File: src/rtl/ls_usb_pkg.sv
// Shared constants for the low-speed USB receive path: PIDs, error codes,
// CRC polynomials and the packet controller state encoding.
package ls_usb_pkg;

    localparam logic [7:0] PID_OUT   = 8'hE1;
    localparam logic [7:0] PID_IN    = 8'h69;
    localparam logic [7:0] PID_SETUP = 8'h2D;
    localparam logic [7:0] PID_DATA0 = 8'hC3;
    localparam logic [7:0] PID_DATA1 = 8'h4B;
    localparam logic [7:0] PID_ACK   = 8'hD2;
    localparam logic [7:0] PID_NAK   = 8'h5A;
    localparam logic [7:0] PID_STALL = 8'h1E;

    // PID[1:0] selects the packet class
    localparam logic [1:0] PT_SPECIAL   = 2'b00;
    localparam logic [1:0] PT_TOKEN     = 2'b01;
    localparam logic [1:0] PT_HANDSHAKE = 2'b10;
    localparam logic [1:0] PT_DATA      = 2'b11;

    typedef enum logic [2:0] {
        ERR_NONE    = 3'd0,
        ERR_SYNC    = 3'd1,
        ERR_PID     = 3'd2,
        ERR_CRC     = 3'd3,
        ERR_LEN     = 3'd4,
        ERR_UNSUP   = 3'd5,
        ERR_OVERRUN = 3'd6
    } err_e;

    localparam logic [4:0]  CRC5_POLY   = 5'h05;
    localparam logic [4:0]  CRC5_INIT   = 5'h1F;
    localparam logic [4:0]  CRC5_RESID  = 5'b01100;
    localparam logic [15:0] CRC16_POLY  = 16'h8005;
    localparam logic [15:0] CRC16_INIT  = 16'hFFFF;
    localparam logic [15:0] CRC16_RESID = 16'h800D;

    typedef enum logic [2:0] {
        ST_IDLE = 3'd0,
        ST_PID  = 3'd1,
        ST_BODY = 3'd2,
        ST_DROP = 3'd3,
        ST_HOLD = 3'd4
    } state_e;

endpackage

File: src/rtl/ls_usb_crc_byte.sv
// One-byte CRC5/CRC16 next-state, bits consumed LSB first, fully unrolled.
module ls_usb_crc_byte
    import ls_usb_pkg::*;
(
    input  logic [7:0]  i_data,
    input  logic [4:0]  i_crc5,
    input  logic [15:0] i_crc16,
    output logic [4:0]  o_crc5,
    output logic [15:0] o_crc16
);

    logic [4:0]  w_c5;
    logic [15:0] w_c16;
    logic        w_fb5;
    logic        w_fb16;

    always_comb begin
        w_c5   = i_crc5;
        w_c16  = i_crc16;
        w_fb5  = 1'b0;
        w_fb16 = 1'b0;
        for (int i = 0; i < 8; i++) begin
            w_fb5  = i_data[i] ^ w_c5[4];
            w_c5   = {w_c5[3:0], 1'b0} ^ (w_fb5 ? CRC5_POLY : 5'h00);
            w_fb16 = i_data[i] ^ w_c16[15];
            w_c16  = {w_c16[14:0], 1'b0} ^ (w_fb16 ? CRC16_POLY : 16'h0000);
        end
        o_crc5  = w_c5;
        o_crc16 = w_c16;
    end

endmodule

File: src/rtl/ls_usb_rx_pkt_ctrl.sv
// Packet-level controller for the LS USB byte receiver: SYNC/PID check, body
// buffering, CRC check and classification; holds a good packet until acked.
module ls_usb_rx_pkt_ctrl
    import ls_usb_pkg::*;
#(
    parameter int         MAX_PAYLOAD = 8,
    parameter logic [7:0] SYNC_BYTE   = 8'h80
)(
    input  logic       clk,
    input  logic       rst_n,
    input  logic [7:0] rdata,
    input  logic       rdata_ready,
    input  logic       eop,
    input  logic       pkt_ack,
    input  logic [3:0] buf_raddr,
    output logic [7:0] buf_rdata,
    output logic       pkt_valid,
    output logic [3:0] pkt_pid,
    output logic [6:0] pkt_addr,
    output logic [3:0] pkt_endp,
    output logic [3:0] pkt_len,
    output logic       err_pulse,
    output logic [2:0] err_code,
    output logic       rx_busy
);

    localparam int         BUF_LEN  = MAX_PAYLOAD + 2;
    localparam logic [3:0] CNT_FULL = 4'(BUF_LEN);

    state_e                    r_state;
    state_e                    w_state_nxt;
    logic                      r_eop_q;
    logic [BUF_LEN-1:0][7:0]   r_buf;
    logic [3:0]                r_cnt;
    logic [3:0]                r_pid;
    logic [4:0]                r_crc5;
    logic [15:0]               r_crc16;
    logic [4:0]                w_crc5_nxt;
    logic [15:0]               w_crc16_nxt;

    logic       w_eop_rise;
    logic       w_busy_nxt;
    logic       w_err;
    err_e       w_err_code;
    logic       w_crc_init;
    logic       w_pid_ld;
    logic       w_store;
    logic       w_accept;
    logic       w_release;
    logic [6:0] w_addr;
    logic [3:0] w_endp;
    logic [3:0] w_len;

    assign w_eop_rise = eop & ~r_eop_q;
    // End of packet beats a byte strobe in the same cycle
    assign w_busy_nxt = w_eop_rise ? 1'b0 : (rdata_ready ? 1'b1 : rx_busy);

    ls_usb_crc_byte u_crc (
        .i_data  (rdata),
        .i_crc5  (r_crc5),
        .i_crc16 (r_crc16),
        .o_crc5  (w_crc5_nxt),
        .o_crc16 (w_crc16_nxt)
    );

    always_ff @(posedge clk or negedge rst_n) begin
        if (!rst_n) r_state <= ST_IDLE;
        else        r_state <= w_state_nxt;
    end

    always_comb begin
        w_state_nxt = r_state;
        w_err       = 1'b0;
        w_err_code  = ERR_NONE;
        w_crc_init  = 1'b0;
        w_pid_ld    = 1'b0;
        w_store     = 1'b0;
        w_accept    = 1'b0;
        w_release   = 1'b0;
        w_addr      = 7'd0;
        w_endp      = 4'd0;
        w_len       = 4'd0;
        case (r_state)
            ST_IDLE: begin
                // A bare EOP while idle is a keep-alive, not an error
                if (!w_eop_rise && rdata_ready) begin
                    if (rdata == SYNC_BYTE) begin
                        w_state_nxt = ST_PID;
                        w_crc_init  = 1'b1;
                    end else begin
                        w_state_nxt = ST_DROP;
                        w_err       = 1'b1;
                        w_err_code  = ERR_SYNC;
                    end
                end
            end
            ST_PID: begin
                if (w_eop_rise) begin
                    w_state_nxt = ST_IDLE;
                    w_err       = 1'b1;
                    w_err_code  = ERR_LEN;
                end else if (rdata_ready) begin
                    if (rdata[7:4] == ~rdata[3:0]) begin
                        w_state_nxt = ST_BODY;
                        w_pid_ld    = 1'b1;
                    end else begin
                        w_state_nxt = ST_DROP;
                        w_err       = 1'b1;
                        w_err_code  = ERR_PID;
                    end
                end
            end
            ST_BODY: begin
                if (w_eop_rise) begin
                    w_state_nxt = ST_IDLE;
                    case (r_pid[1:0])
                        PT_TOKEN: begin
                            w_addr = r_buf[0][6:0];
                            w_endp = {r_buf[1][2:0], r_buf[0][7]};
                            if (r_cnt != 4'd2) begin
                                w_err = 1'b1; w_err_code = ERR_LEN;
                            end else if (r_crc5 != CRC5_RESID) begin
                                w_err = 1'b1; w_err_code = ERR_CRC;
                            end else begin
                                w_accept = 1'b1;
                            end
                        end
                        PT_DATA: begin
                            w_len = r_cnt - 4'd2;
                            if (r_cnt < 4'd2) begin
                                w_err = 1'b1; w_err_code = ERR_LEN;
                            end else if (r_crc16 != CRC16_RESID) begin
                                w_err = 1'b1; w_err_code = ERR_CRC;
                            end else begin
                                w_accept = 1'b1;
                            end
                        end
                        PT_HANDSHAKE: begin
                            if (r_cnt != 4'd0) begin
                                w_err = 1'b1; w_err_code = ERR_LEN;
                            end else begin
                                w_accept = 1'b1;
                            end
                        end
                        default: begin
                            w_err = 1'b1; w_err_code = ERR_UNSUP;
                        end
                    endcase
                    if (w_accept) w_state_nxt = ST_HOLD;
                end else if (rdata_ready) begin
                    if (r_cnt == CNT_FULL) begin
                        w_state_nxt = ST_DROP;
                        w_err       = 1'b1;
                        w_err_code  = ERR_LEN;
                    end else begin
                        w_store = 1'b1;
                    end
                end
            end
            ST_DROP: begin
                if (w_eop_rise) w_state_nxt = ST_IDLE;
            end
            ST_HOLD: begin
                // Only the first byte of a packet that lands on a held packet is flagged
                if (rdata_ready && !w_eop_rise && !rx_busy) begin
                    w_err      = 1'b1;
                    w_err_code = ERR_OVERRUN;
                end
                if (pkt_ack) begin
                    w_release   = 1'b1;
                    w_state_nxt = w_busy_nxt ? ST_DROP : ST_IDLE;
                end
            end
            default: w_state_nxt = ST_IDLE;
        endcase
    end

    always_ff @(posedge clk or negedge rst_n) begin
        if (!rst_n) begin
            r_eop_q   <= 1'b0;
            r_buf     <= '0;
            r_cnt     <= 4'd0;
            r_pid     <= 4'd0;
            r_crc5    <= CRC5_INIT;
            r_crc16   <= CRC16_INIT;
            pkt_valid <= 1'b0;
            pkt_pid   <= 4'd0;
            pkt_addr  <= 7'd0;
            pkt_endp  <= 4'd0;
            pkt_len   <= 4'd0;
            err_pulse <= 1'b0;
            err_code  <= 3'd0;
            rx_busy   <= 1'b0;
        end else begin
            r_eop_q   <= eop;
            rx_busy   <= w_busy_nxt;
            err_pulse <= w_err;
            if (w_err) err_code <= w_err_code;
            if (w_crc_init) begin
                r_crc5  <= CRC5_INIT;
                r_crc16 <= CRC16_INIT;
                r_cnt   <= 4'd0;
            end
            if (w_pid_ld) r_pid <= rdata[3:0];
            if (w_store) begin
                r_buf[r_cnt] <= rdata;
                r_crc5       <= w_crc5_nxt;
                r_crc16      <= w_crc16_nxt;
                r_cnt        <= r_cnt + 4'd1;
            end
            if (w_accept) begin
                pkt_valid <= 1'b1;
                pkt_pid   <= r_pid;
                pkt_addr  <= w_addr;
                pkt_endp  <= w_endp;
                pkt_len   <= w_len;
            end else if (w_release) begin
                pkt_valid <= 1'b0;
            end
        end
    end

    // Reads past pkt_len return whatever the buffer last held
    always_comb begin
        buf_rdata = 8'h00;
        if (int'(buf_raddr) < BUF_LEN) buf_rdata = r_buf[buf_raddr];
    end

endmodule

File: config.mk
export PLATFORM = sky130hd
export DESIGN_NAME = ls_usb_rx_pkt_ctrl
export DESIGN_NICKNAME = d
export VERILOG_FILES = /design/src/rtl/ls_usb_pkg.sv /design/src/rtl/ls_usb_crc_byte.sv /design/src/rtl/ls_usb_rx_pkt_ctrl.sv
export SDC_FILE = /design/constraint.sdc
export NUM_CORES = 1
export LEC_CHECK = 0
export BUFFER_PORTS_ARGS = -buffer_cell sky130_fd_sc_hd__buf_2
export CAP_MARGIN = 5
export CORE_MARGIN = 4
export CORE_UTILIZATION = 45
export CTS_CLUSTER_DIAMETER = 50
export CTS_CLUSTER_SIZE = 16
export DETAILED_ROUTE_END_ITERATION = 8
export SETUP_SLACK_MARGIN = 0.5
export SYNTH_ARGS = -nofsm -noshare
export SYNTH_HDL_FRONTEND = slang
export SYNTH_SLANG_ARGS = --single-unit
File: constraint.sdc
create_clock -name clk -period 3.8 [get_ports clk]
set_input_delay 0.19 -clock clk [delete_from_list [all_inputs] [get_ports clk]]
set_output_delay 0.19 -clock clk [all_outputs]
set_load 0.01 [all_outputs]
# ---- Yosys cells after proc, flatten, opt, wreduce, memory -nomap -nowiden
# Index checks and enable logic that the tools add are counted.
dict set report classes {
  addsub 2
  order_cmp 5
  n_eq_ne 19
  muxes 109
  n_bitwise 35
  reduce_logical 10
}
# cell n
set op_table {}
lappend op_table {{two-way mux 16 bit} 10}
lappend op_table {{XOR 16 bit} 8}
lappend op_table {{bitwise mux 80 bit} 1}
lappend op_table {{two-way mux 3 bit} 25}
lappend op_table {{two-way mux 1 bit} 43}
lappend op_table {{XOR 5 bit} 8}
lappend op_table {{binary-select mux 8 bit (select 4 bit)} 1}
lappend op_table {{demux 8 bit (select 4 bit)} 1}
lappend op_table {{two-way mux 4 bit} 8}
lappend op_table {{two-way mux 8 bit} 3}
lappend op_table {{two-way mux 7 bit} 3}
lappend op_table {{!= test 16 bit (second input constant)} 1}
lappend op_table {{XOR 1 bit} 16}
lappend op_table {{case mux 3 bit (5 select lines)} 1}
lappend op_table {{two-way mux 2 bit} 6}
lappend op_table {{case mux 3 bit (4 select lines)} 1}
lappend op_table {{less-than comparator 4 x 5 -> 1 bit (second input constant)} 2}
lappend op_table {{two-way mux 5 bit} 2}
lappend op_table {{!= test 3 bit (second input constant)} 3}
lappend op_table {{case mux 3 bit (3 select lines)} 1}
lappend op_table {{== test 8 bit (second input constant)} 1}
lappend op_table {{== test 3 x 2 -> 1 bit (second input constant)} 2}
lappend op_table {{!= test 2 bit (second input constant)} 3}
lappend op_table {{case mux 1 bit (3 select lines)} 2}
lappend op_table {{other kinds (23)} 28}
dict set report word_totals {
  regBits 138
  inputBits 17
  out_inout_bits 33
  elab_cells 204
}

# ---- Logic depth before layout (Yosys ltp)
dict set report depth {
  word_depth 25
  mapped_depth 8
  depth_no_buf 7
}

# ---- Modules after synthesis
# A second synthesis with hierarchy kept.
dict set report hier_totals {
  cells_unflattened 541
  hier_area_um2 6944.2
}
# mod instances cells_per_inst area_each_um2 seq_area_each_um2
set by_module_without_submodules {}
lappend by_module_without_submodules {ls_usb_rx_pkt_ctrl 1 494 6502.5 3479.6}
lappend by_module_without_submodules {ls_usb_crc_byte 1 47 441.7 0.0}

# ---- Worst setup path before layout
# No wires, ideal clock.
dict set report synth_path {
  path_type {reg2reg}
  from {reg r_cnt[1]}
  to {reg pkt_pid[1]}
  arrival_ns 2.158
  required_time_ns 3.675
  setup_slack_ns 1.518
  stages_incl_launch_ff 8
  n_path_buf 1
  synth_period_minus_slack_ns 2.282
  cell_sequence {dfrtp_1 inv_1 ha_1 nor4bb_1 o32ai_2 nor4_4 buf_2 mux2_2}
}
dict set report synth_via {
  elab_chain_cells 7
}
# element line_no
set synth_lines {}
lappend synth_lines {{start: declaration} ls_usb_rx_pkt_ctrl.sv:34} ;# logic [3:0] r_cnt;
lappend synth_lines {{start signal: assignment} ls_usb_rx_pkt_ctrl.sv:209} ;# r_cnt <= r_cnt + 4'd1;
lappend synth_lines {{less-than comparator 4 x 2 -> 1 bit (tied with other cells)} ls_usb_rx_pkt_ctrl.sv:130} ;# if (r_cnt < 4'd2) begin
lappend synth_lines {{two-way mux 1 bit, on equally long branches} {ls_usb_rx_pkt_ctrl.sv:130, ls_usb_rx_pkt_ctrl.sv:120, ls_usb_rx_pkt_ctrl.sv:139}}
lappend synth_lines {{case mux 1 bit (3 select lines) *} ls_usb_rx_pkt_ctrl.sv:116} ;# case (r_pid[1:0])
lappend synth_lines {{two-way mux 1 bit *} ls_usb_rx_pkt_ctrl.sv:114} ;# if (w_eop_rise) begin
lappend synth_lines {{two-way mux 1 bit *} ls_usb_rx_pkt_ctrl.sv:83} ;# case (r_state)
lappend synth_lines {{two-way mux 1 bit *} ls_usb_rx_pkt_ctrl.sv:114}
lappend synth_lines {{two-way mux 1 bit *} ls_usb_rx_pkt_ctrl.sv:83}
lappend synth_lines {{end signal: assignment} ls_usb_rx_pkt_ctrl.sv:213} ;# pkt_pid <= r_pid;
lappend synth_lines {{end: declaration} ls_usb_rx_pkt_ctrl.sv:18} ;# output logic [3:0] pkt_pid,
# Every way passes the cells marked *; elsewhere a longest branch is shown, timed or not. The select of a mux whose other input is x is not followed.
# A chain may end at the register's enable or synchronous reset.

# ---- Worst setup path in the final report
dict set report layout_path {
  from {reg r_cnt[2]}
  to {reg pkt_addr[6]}
}
dict set report layout_via {
  elab_chain_cells 7
}
# element line_no
set layout_lines {}
lappend layout_lines {{less-than comparator 4 x 2 -> 1 bit (tied with other cells)} ls_usb_rx_pkt_ctrl.sv:130}
lappend layout_lines {{two-way mux 1 bit, on equally long branches} {ls_usb_rx_pkt_ctrl.sv:130, ls_usb_rx_pkt_ctrl.sv:120, ls_usb_rx_pkt_ctrl.sv:139}}
lappend layout_lines {{case mux 1 bit (3 select lines) *} ls_usb_rx_pkt_ctrl.sv:116}
lappend layout_lines {{two-way mux 1 bit *} ls_usb_rx_pkt_ctrl.sv:114}
lappend layout_lines {{two-way mux 1 bit *} ls_usb_rx_pkt_ctrl.sv:83}
lappend layout_lines {{two-way mux 1 bit *} ls_usb_rx_pkt_ctrl.sv:114}
lappend layout_lines {{two-way mux 1 bit *} ls_usb_rx_pkt_ctrl.sv:83}
lappend layout_lines {{end signal: assignment} ls_usb_rx_pkt_ctrl.sv:214} ;# pkt_addr <= w_addr;
lappend layout_lines {{end: declaration} ls_usb_rx_pkt_ctrl.sv:19} ;# output logic [6:0] pkt_addr,
# Marks and branches as above.

==> flow_metrics.env <==
export IMPL_rsz0062_at_grt="false"
export IMPL_timing_setup_tns_ns=0
export IMPL_grt_usage_pct=19.2
export IMPL_synth_seq_cells=138
export IMPL_cts_buffers=17
export IMPL_synth_commonest_cells="117 x dfrtp_1, 90 x mux2_2, 27 x clkbuf_1"
export IMPL_syn_area_um2=6830
export IMPL_synthTopCellsByArea="dfrtp_1 43%, mux2_2 15%, dfstp_2 8.1%"
export IMPL_setup_ws_ns=1.00
export IMPL_arrival_ns=3.13
export IMPL_powerDensity_nw_per_um2=753
export IMPL_p_leak_nw=3.59
export IMPL_worstPathRequired_ns=4.13
export IMPL_grt_pass1_vias=4596
export IMPL_path_buf_inv=2
export IMPL_fp_dieW_um=131
export IMPL_drv_cap=0
export IMPL_rows=44
export IMPL_cts_sinks=138
export IMPL_dp_slack_ns=1.01
export IMPL_synth_top_area_share_pct=42.9
export IMPL_worstMarginPinSlew_ns=0.936
export IMPL_yosysSeqAreaShare_pct=51.0
export IMPL_clk_latency_ns=0.42
export IMPL_min_path_type="primary input to flip-flop"
export IMPL_drt_total_wl_um=15800
export IMPL_netlist_instances=535
export IMPL_cp_slowest_stage_delay_ns=0.65
export IMPL_hold_violations=0
export IMPL_cts_resized=0
export IMPL_path_delay_family="simple AND/OR/NAND/NOR gates"
export IMPL_async_reset_ff_share_pct=100
export IMPL_clk_root_buffer_cell="clkbuf_16"
export IMPL_fin_nets=598
export IMPL_worstPathMaxFanout=24
export IMPL_dieArea_um2=17200
export IMPL_utilization_pct=52.9
export IMPL_fin_crit_sh_pct=73.7
export IMPL_viasPerCell=5.75
export IMPL_worst_hold_slack_ns=0.215
export IMPL_vias=4430
export IMPL_route_detailed_drc=0
export IMPL_overflow=0
export IMPL_critPathKind="flip-flop to flip-flop"
export IMPL_setup_viol=0
export IMPL_drive_gt1_share_pct=37.5
export IMPL_avgRoutedWirePerCell_um=20.5
export IMPL_first_pass_iters=4
export IMPL_synth_ff_type="dfrtp_1"
export IMPL_cts_max_level=4
export IMPL_ios=50
export IMPL_antenna_found_initial=0
export IMPL_min_period_ns=2.80
export IMPL_port_buffers=49
export IMPL_fillerInstances=1289
export IMPL_synth_top_area_cell="dfrtp_1"
export IMPL_grt_pass1_wl_um=26100
export IMPL_max_vdd_ir_drop_uv=439
export IMPL_core_area_um2=14700
export IMPL_grt_start_max_net_pins=100
export IMPL_crit_chain="inv_1, ha_1, nor3b_1, a31oi_1, nor4_4, buf_4, nand3_1, o21ai_0"
export IMPL_die_h_um=131
export IMPL_status="finished clean"
export IMPL_slew_headroom_pct=37.5
export IMPL_initial_core_util_pct=46.4
export IMPL_place_congestion=0.865
export IMPL_fmax_ghz=0.357
export IMPL_cp_start_kind="flip-flop"
export IMPL_skew_ns=0.00666
export IMPL_synth_warnings=0
export IMPL_slowest_stage="nor4_4"
export IMPL_ant_nets=0
export IMPL_synth_edf_count=0
export IMPL_clockBufferDepth=2
export IMPL_n_antenna_cell=0
export IMPL_p_total_w=0.00586
export IMPL_yosysMostFrequentCell="dfrtp_1"
export IMPL_dp_hpwl_um=10300
export IMPL_syn_to_final_growth_pct=14.0
export IMPL_syn_avg_cell_area_um2=12.8
export IMPL_synth_nets=559
export IMPL_endpoint_kind="flip-flop"
export IMPL_drt_first_iter_violations=286
export IMPL_yosys_cell_types_count=57
export IMPL_cts_setup_buffers=0
export IMPL_cts_clk_slew_worst_paths_ns=0.06
export IMPL_cts_tree="yes"
export IMPL_maxSlewViolCount=0
## worst paths after layout
kind,startpoint,endpoint,slack (ns),cells past startpoint
worst max-delay path,r_cnt[2],pkt_addr[6],1.0,8
worst min-delay path,rdata_ready,err_code[1],0.21,3
worst max register to register,r_cnt[2],pkt_addr[6],1.0,8
worst min register to register,pkt_valid,pkt_valid,0.48,1
max in group asynchronous,rst_n,r_crc5[3],2.40,3
min in group asynchronous,rst_n,err_code[2],0.43,2
## cell families after synthesis
kind of cell | Yosys count | share of synthesized area (%)
mux | 119 | 22.1
fa+ha+maj | 7 | 1.28
xor+xnor | 43 | 5.92
buf+inv | 56 | 3.37
simple gates | 99 | 8.83
flops | 138 | 51.0
compound gates | 73 | 7.55
## state kept, by name, indices dropped and copies added (netlist names)
signal     cells
rx_busy        1
r_state        3
err_pulse      1
pkt_pid        4
pkt_endp       4
r_crc5         5
r_crc16       16
r_eop_q        1
pkt_valid      1
pkt_len        4
r_pid          4
pkt_addr       7
r_cnt          4
r_buf         80
err_code       3
## worst register-to-register path, cell delays in order (launching register included)
cell	delay (ns)
dfrtp_1	0.50
inv_1	0.20
ha_1	0.17
nor3b_1	0.36
a31oi_1	0.22
nor4_4	0.65
buf_4	0.36
nand3_1	0.13
o21ai_0	0.13
## power by group
group	switching [W]	internal [W]
clock network	0.000608	0.000985
registers	0.000390	0.00202
logic	0.000850	0.00101
total	0.00185	0.00401
## metrics by stage
step / instance area (um^2) / std cells
2_1_floorplan: 6830 / 535
3_3_place_gp: 7180 / 736
3_5_place_dp: 7180 / 736
4_1_cts: 7780 / 771
5_1_grt: 7780 / 771
6_report: 7780 / 771
## timing repair
| item | CTS | global route |
|---|---|---|
| endpoints found under the hold margin | 89 | 0 |
| hold buffers | 3 | 0 |
| endpoints found under the setup margin | 0 | 0 |
## layer usage
layer  vias up  global-route usage (%)  routed length [um]
li1       2000                       -                   -
met1      2315                    27.2                7680
met2        94                    29.3                7370
met3        21                    4.85                 578
met4         0                    5.89                 210
met5         -                       0                   0
## placed cells by master, fill, tap and decap left out, drive strengths merged, types with 7 or more instances in the layout
master and count:
a2bb2oi 8, a21oi 10, buf 52, inv 21
nand3 22, mux2i 11, clkbuf 26, mux2 92
mux4 16, o21ai 23, dfstp 21, xnor2 25
o22a 14, ha 7, xor2 16, nor2 20
dfrtp 117, nand2 25
## final cells by class
cell class | instances | area (um^2) | share of cell area, %
flip-flops and latches | 138 | 3480 | 44.7
multi-input cells | 341 | 3120 | 40.1
clock buffers | 26 | 509 | 6.55
repair buffers | 55 | 304 | 3.91
well taps | 184 | 230 | 2.96
inverters | 21 | 78.8 | 1.01
clock inverters | 6 | 61.3 | 0.788
No activity file was read; power rests on OpenSTA's default activity.
